## src/rtl/i2c_ram_arb_pkg.sv

```systemverilog
// Shared types for the I2C/host single-port RAM arbiter.
// The write-protect option is selected by I2C_RAM_ARB_WRPROT_EN.
package i2c_ram_arb_pkg;

  localparam int PROT_CNT_WIDTH = 16;

  typedef enum logic [1:0] {
    IDLE     = 2'd0,
    I2C_RD   = 2'd1,
    HOST_RD  = 2'd2,
    HOST_ACK = 2'd3
  } arbState_e;

  typedef enum logic {
    OP_RD = 1'b0,
    OP_WR = 1'b1
  } slotOp_e;

  // Saturating increment for the dropped-write counter
  function automatic logic [PROT_CNT_WIDTH-1:0] satInc(input logic [PROT_CNT_WIDTH-1:0] v);
    logic [PROT_CNT_WIDTH-1:0] r;
    if (v == {PROT_CNT_WIDTH{1'b1}}) begin
      r = v;
    end else begin
      r = v + PROT_CNT_WIDTH'(1);
    end
    return r;
  endfunction

endpackage

```

## src/rtl/i2c_ram_arb_pend.sv

```systemverilog
// Single-entry pending slot for I2C strobes with sticky overflow detection.
// A strobe is accepted when the slot is empty or being consumed in the same cycle.
module i2c_ram_arb_pend
  import i2c_ram_arb_pkg::*;
#(
  parameter int ADDR_W = 10,
  parameter int DATA_W = 32
) (
  input  logic              clk,
  input  logic              sRst,
  input  logic [ADDR_W-1:0] i2cAddr,
  input  logic              i2cWrEn,
  input  logic [DATA_W-1:0] i2cWrData,
  input  logic              i2cRdEn,
  input  logic              consume,
  output logic              slotValid,
  output slotOp_e           slotOp,
  output logic [ADDR_W-1:0] slotAddr,
  output logic [DATA_W-1:0] slotData,
  output logic              ovfErr
);

  typedef struct packed {
    slotOp_e             op;
    logic [ADDR_W-1:0]   addr;
    logic [DATA_W-1:0]   data;
  } pendSlot_t;

  pendSlot_t slot_r, slotNext_s;
  logic      valid_r, validNext_s;
  logic      ovf_r, ovfNext_s;
  logic      strobe_s, accept_s;

  // Slot load/clear and overflow flag update
  always_comb begin
    strobe_s    = i2cWrEn | i2cRdEn;
    accept_s    = strobe_s & (~valid_r | consume);
    slotNext_s  = slot_r;
    validNext_s = valid_r;
    ovfNext_s   = ovf_r;
    if (accept_s) begin
      // a simultaneous read strobe loses to the write
      slotNext_s.op   = i2cWrEn ? OP_WR : OP_RD;
      slotNext_s.addr = i2cAddr;
      slotNext_s.data = i2cWrData;
      validNext_s     = 1'b1;
    end else if (consume) begin
      validNext_s = 1'b0;
    end else begin
      validNext_s = valid_r;
    end
    if ((strobe_s & ~accept_s) | (i2cWrEn & i2cRdEn)) begin
      ovfNext_s = 1'b1;
    end else begin
      ovfNext_s = ovf_r;
    end
  end

  // Slot and flag registers
  always_ff @(posedge clk) begin
    if (sRst) begin
      slot_r  <= '0;
      valid_r <= 1'b0;
      ovf_r   <= 1'b0;
    end else begin
      slot_r  <= slotNext_s;
      valid_r <= validNext_s;
      ovf_r   <= ovfNext_s;
    end
  end

  assign slotValid = valid_r;
  assign slotOp    = slot_r.op;
  assign slotAddr  = slot_r.addr;
  assign slotData  = slot_r.data;
  assign ovfErr    = ovf_r;

endmodule

```

## src/rtl/i2c_ram_arbiter.sv

```systemverilog
// Single-port RAM arbiter: I2C register slave has fixed priority, host uses req/ack.
// Define I2C_RAM_ARB_WRPROT_EN to drop I2C writes at or above PROT_BASE_P.
module i2c_ram_arbiter
  import i2c_ram_arb_pkg::*;
#(
  parameter int TPD_P       = 2,
  parameter int RAM_WIDTH_P = 32,
  parameter int RAM_DEPTH_P = 1024,
  parameter int PROT_BASE_P = 768,
  localparam int AW         = $clog2(RAM_DEPTH_P)
) (
  input  logic                      clk,
  input  logic                      sRst,
  input  logic [AW-1:0]             i2cAddr,
  input  logic                      i2cWrEn,
  input  logic [RAM_WIDTH_P-1:0]    i2cWrData,
  input  logic                      i2cRdEn,
  output logic [RAM_WIDTH_P-1:0]    i2cRdData,
  input  logic                      hostReq,
  input  logic                      hostWe,
  input  logic [AW-1:0]             hostAddr,
  input  logic [RAM_WIDTH_P-1:0]    hostWrData,
  output logic                      hostAck,
  output logic [RAM_WIDTH_P-1:0]    hostRdData,
  output logic [AW-1:0]             ramAddr,
  output logic                      ramWrEn,
  output logic [RAM_WIDTH_P-1:0]    ramWrData,
  input  logic [RAM_WIDTH_P-1:0]    ramRdData,
  output logic                      ovfErr,
  output logic [PROT_CNT_WIDTH-1:0] protDropCnt
);

  // Parameter sanity hook; the clock-to-out delay is a simulation-only attribute.
  if (TPD_P < 0 || PROT_BASE_P > RAM_DEPTH_P) begin : gBadParams
  end

  arbState_e               state_r, stateNext_s;
  logic                    consume_s;
  logic                    slotValid_s;
  slotOp_e                 slotOp_s;
  logic [AW-1:0]           slotAddr_s;
  logic [RAM_WIDTH_P-1:0]  slotData_s;
  logic                    protHit_s;

  i2c_ram_arb_pend #(
    .ADDR_W (AW),
    .DATA_W (RAM_WIDTH_P)
  ) uPend (
    .clk       (clk),
    .sRst      (sRst),
    .i2cAddr   (i2cAddr),
    .i2cWrEn   (i2cWrEn),
    .i2cWrData (i2cWrData),
    .i2cRdEn   (i2cRdEn),
    .consume   (consume_s),
    .slotValid (slotValid_s),
    .slotOp    (slotOp_s),
    .slotAddr  (slotAddr_s),
    .slotData  (slotData_s),
    .ovfErr    (ovfErr)
  );

  // Next state and RAM port drive; idle RAM ports are forced to zero
  always_comb begin
    stateNext_s = state_r;
    consume_s   = 1'b0;
    ramAddr     = '0;
    ramWrEn     = 1'b0;
    ramWrData   = '0;
    case (state_r)
      IDLE: begin
        if (slotValid_s) begin
          consume_s = 1'b1;
          if (slotOp_s == OP_RD) begin
            ramAddr     = slotAddr_s;
            stateNext_s = I2C_RD;
          end else if (protHit_s) begin
            ramWrEn = 1'b0;
          end else begin
            ramAddr   = slotAddr_s;
            ramWrEn   = 1'b1;
            ramWrData = slotData_s;
          end
        end else if (hostReq) begin
          ramAddr = hostAddr;
          if (hostWe) begin
            ramWrEn     = 1'b1;
            ramWrData   = hostWrData;
            stateNext_s = HOST_ACK;
          end else begin
            stateNext_s = HOST_RD;
          end
        end else begin
          stateNext_s = IDLE;
        end
      end
      I2C_RD:   stateNext_s = IDLE;
      HOST_RD:  stateNext_s = HOST_ACK;
      HOST_ACK: stateNext_s = IDLE;
      default:  stateNext_s = IDLE;
    endcase
  end

  // State, read-data capture and registered ack pulse
  always_ff @(posedge clk) begin
    if (sRst) begin
      state_r    <= IDLE;
      i2cRdData  <= '0;
      hostRdData <= '0;
      hostAck    <= 1'b0;
    end else begin
      state_r <= stateNext_s;
      hostAck <= (stateNext_s == HOST_ACK);
      if (state_r == I2C_RD) begin
        i2cRdData <= ramRdData;
      end
      if (state_r == HOST_RD) begin
        hostRdData <= ramRdData;
      end
    end
  end

`ifdef I2C_RAM_ARB_WRPROT_EN
  localparam logic [AW-1:0] PROT_BASE_A = AW'(PROT_BASE_P);
  logic [PROT_CNT_WIDTH-1:0] protDropCnt_r;

  assign protHit_s = (slotOp_s == OP_WR) && (slotAddr_s >= PROT_BASE_A);

  // Count I2C writes dropped by the protection window
  always_ff @(posedge clk) begin
    if (sRst) begin
      protDropCnt_r <= '0;
    end else if (consume_s && protHit_s) begin
      protDropCnt_r <= satInc(protDropCnt_r);
    end else begin
      protDropCnt_r <= protDropCnt_r;
    end
  end

  assign protDropCnt = protDropCnt_r;
`else
  assign protHit_s   = 1'b0;
  assign protDropCnt = '0;
`endif

endmodule
```

## config.mk

```make
export PLATFORM = sky130hd
export DESIGN_NAME = i2c_ram_arbiter
export DESIGN_NICKNAME = d
export VERILOG_FILES = /design/src/rtl/i2c_ram_arb_pkg.sv /design/src/rtl/i2c_ram_arb_pend.sv /design/src/rtl/i2c_ram_arbiter.sv
export SDC_FILE = /design/constraint.sdc
export NUM_CORES = 1
export LEC_CHECK = 0
export CAP_MARGIN = 0
export CORE_MARGIN = 1.5
export CORE_UTILIZATION = 40
export CTS_CLUSTER_DIAMETER = 40
export DETAILED_ROUTE_END_ITERATION = 10
export PLACE_DENSITY = 0.9
export SKIP_CTS_REPAIR_TIMING = 1
export SLEW_MARGIN = 20
export SYNTH_ARGS = -nofsm -noshare
export SYNTH_HDL_FRONTEND = slang
export SYNTH_SLANG_ARGS = --single-unit
```

## constraint.sdc

```tcl
create_clock -name clk -period 1.4 [get_ports clk]
set_input_delay 0.28 -clock clk [delete_from_list [all_inputs] [get_ports clk]]
set_output_delay 0.28 -clock clk [all_outputs]
set_load 0.02 [all_outputs]
```

==> out/qor_table.md <==
| Parameter | Value |
|:---|:---|
| Share of the clock period used by the worst path | 1.362 |
| Number of buffers inserted during clock tree synthesis | 9 |
| Cell Pwr Density | 991.8 nW/um2 |
| Post-synth cell types | 27 |
| Worst slack after detailed placement | -0.9455 ns |
| Standard-cell rows | 40 |
| Finish-stage setup viols | 43 |
| Total clock sinks | 112 |
| Vias in the first global route | 4,822 |
| Average footprint of a synthesized cell | 8.149 um2 |
| Remaining design rule violation count | 0 |
| H-tree depth | 3 |
| Number of warnings reported in the yosys synthesis log | 0 |
| Data arrival time at the worst-slack endpoint | 1.63 ns |
| DRT Pass-1 Iters | 4 |
| Layout Utilization | 0.6799 |
| Kind of capture point of the worst setup path | output port |
| Final global-route overflow total | 0 |
| Area growth from synthesis to layout | 64.20% |
| HPWL after detailed placement | 11.14 mm |
| Longest Clk Path Bufs | 2 |
| Smallest setup slack after layout | -0.5074 ns |
| Hold violation total from the final report | 0 |
| Syn Inst Count | 618 |
| Worst-path maximum fanout | 17 |
| Number of placed cells counting well taps | 988 |
| Number of filler cells placed in the layout | 923 |
| Maximum number of pins on one net before global-route repair | 51 |
| Detailed Route WL | 16.11 mm |
| Worst setup skew after layout | 0.005105 ns |
| Routed wirelength normalized by instance count | 16.02 um |
| Worst supply voltage drop on vdd | 0.0007451 V |
| Kind of start point of the critical path | flip-flop |
| Proportion of layout cells with a drive suffix above 1 | 0.2232 |
| R2r startpoint | state_r[1] |
| Share of the yosys chip area belonging to registers | 0.4452 |
| Area of the mapped netlist | 5036 um2 |
| Total power | 8.201 mW |
| Area of the core | 12,160 um2 |
| Required time at the worst-slack endpoint | 1.12 ns |
| Commonest non-fill, non-tap cell in the layout | sky130_fd_sc_hd__nand2_1 |
| Pleak | 4.018 nW |
| Worst-Skew Late Latency | 0.34 ns |
| Number of antenna violations at the first check in global routing | 0 |
| Hold path startpoint | sRst |
| Clock transition at path regs | 0.08 ns |
| Worst Hold Class | in2reg |
| Non-filler cells, final | 1,006 |
| Critical path launch point | uPend.slotValid |
| Layout net count | 955 |
| Count of antenna diodes in the layout | 0 |
| Final RePlAce weighted congestion | 0.8273 |
| Height of the chip | 115.2 um |
| #FFs+latches synth | 112 |
| Global routing usage summed across all routing layers | 0.2271 |
| Average via count per standard cell | 5.067 |
| Number of ports placed on the die boundary | 247 |
| Status | finished, violations left |
| Number of DRC markers in iteration 0 | 359 |
| Class of the most critical setup path | reg2out |
| Max-cap violation count | 0 |
| DIE AREA | 13,270 um2 |
| Commonest cells after routing, fill and taps aside | 130 x sky130_fd_sc_hd__nand2_1, 120 x sky130_fd_sc_hd__clkdlybuf4s50_1, 111 x sky130_fd_sc_hd__dfxtp_1, 109 x sky130_fd_sc_hd__a21oi_1, 66 x sky130_fd_sc_hd__dlymetal6s2s_1 |
| Clock tree from TritonCTS | yes |
| Post-layout min period | 1.907 ns |
| Wire length of the first global-routing pass | 23.85 mm |
| Failing checks | setup timing |
| Die width | 115.2 um |
| Clock Tree Root | sky130_fd_sc_hd__clkbuf_16 |
| Unrepaired setup endpoints after global routing | true |
| ANT nets after route | 0 |
| Final count of pins violating max slew | 0 |
| Initial cell density of the core | 0.4141 |
| Number of vias after detailed routing | 5,097 |
| Highest clock frequency the design can meet | 524.3 MHz |
| Count of input and output buffers | 230 |
registers in the layout (all words and copies together), names as in the netlist:
name and count:
hostRdData 32, uPend.ovfErr 1, uPend.slotData 32, hostAck 1, state_r 2, uPend.slotOp 1
uPend.slotAddr 10, i2cRdData 32, uPend.slotValid 1
cell usage after synthesis, drive strengths merged:
library cell | n | area (um2)
nand2 | 130 | 488.0
dfxtp | 112 | 2242
and3b | 1 | 8.760
a211oi | 1 | 7.510
nor3 | 2 | 10.01
nor2 | 47 | 178.9
o21ai | 44 | 231.5
nand3b | 42 | 315.3
buf | 54 | 387.9
o21a | 1 | 8.760
conb | 1 | 3.750
inv | 1 | 3.750
clkbuf | 22 | 83.83
and2 | 1 | 6.260
nor2b | 3 | 18.77
a22oi | 42 | 460.4
a21oi | 109 | 545.5
nand2b | 3 | 18.77
or2 | 1 | 6.260
o21ba | 1 | 10.01
path summary, 6_finish.rpt:
| check | to | slack (ns) | depth (start not counted) |
|---|---|---|---|
| hold / removal | i2cRdData[5] | 0.27 | 2 |
| setup reg to reg | uPend.slotData[5] | 0.10 | 5 |
| setup / recovery | ramWrData[25] | -0.51 | 5 |
| hold reg to reg | hostRdData[21] | 0.45 | 2 |
routing by layer:
metal  vias to the layer above  share of wire  track usage
met4                         0          0.035      0.09218
met1                      2359           0.39       0.2609
met3                        45          0.074      0.06642
met5                         -              0            0
li1                       2493              -            -
met2                       200           0.50       0.3964
power by group:
part	total, mW	switching [mW]	internal, mW
Combinational	2.19	1.17	1.02
Sequential	3.53	0.123	3.40
Clock	2.49	1.24	1.25
per-stage QoR:
stage	hold WS, ns	TNS (ns)	instance area, um2
after floorplan	0.4160	-0.01044	5473
after global placement	0.4401	-38.72	7873
after detailed placement	0.4453	-40.42	7873
after CTS	0.2652	-51.36	8159
after global routing	0.2781	-22.07	8269
final	0.2733	-19.73	8269
layout make-up:
| type | count | area, um2 | area share |
|---|---|---|---|
| clock inverters | 7 | 61.31 | 0.007414 |
| multi-input cells | 444 | 2750 | 0.3326 |
| inverters | 1 | 3.754 | 0.0004539 |
| clock buffers | 9 | 225.2 | 0.02724 |
| repair buffers | 265 | 2775 | 0.3356 |
| well taps | 168 | 210.2 | 0.02542 |
| flip-flops and latches | 112 | 2243 | 0.2713 |
worst max-delay path, stage by stage (launching register included):
cell                        delay [ns]
sky130_fd_sc_hd__dfxtp_2          0.38
sky130_fd_sc_hd__and3b_2          0.28
sky130_fd_sc_hd__clkbuf_16        0.21
sky130_fd_sc_hd__a22oi_2          0.19
sky130_fd_sc_hd__nor2_4           0.06
sky130_fd_sc_hd__buf_2            0.16
cell families (layout without fill, tap and decap cells):
kind of cell	count (synthesis)	after routing	share of synthesized area
compound gates	198	198	0.2509
buf+inv	77	282	0.09441
flops	112	112	0.4452
other cells	1	16	0.0007446
simple gates	230	230	0.2087
No activity file was read; power rests on OpenSTA's default activity.
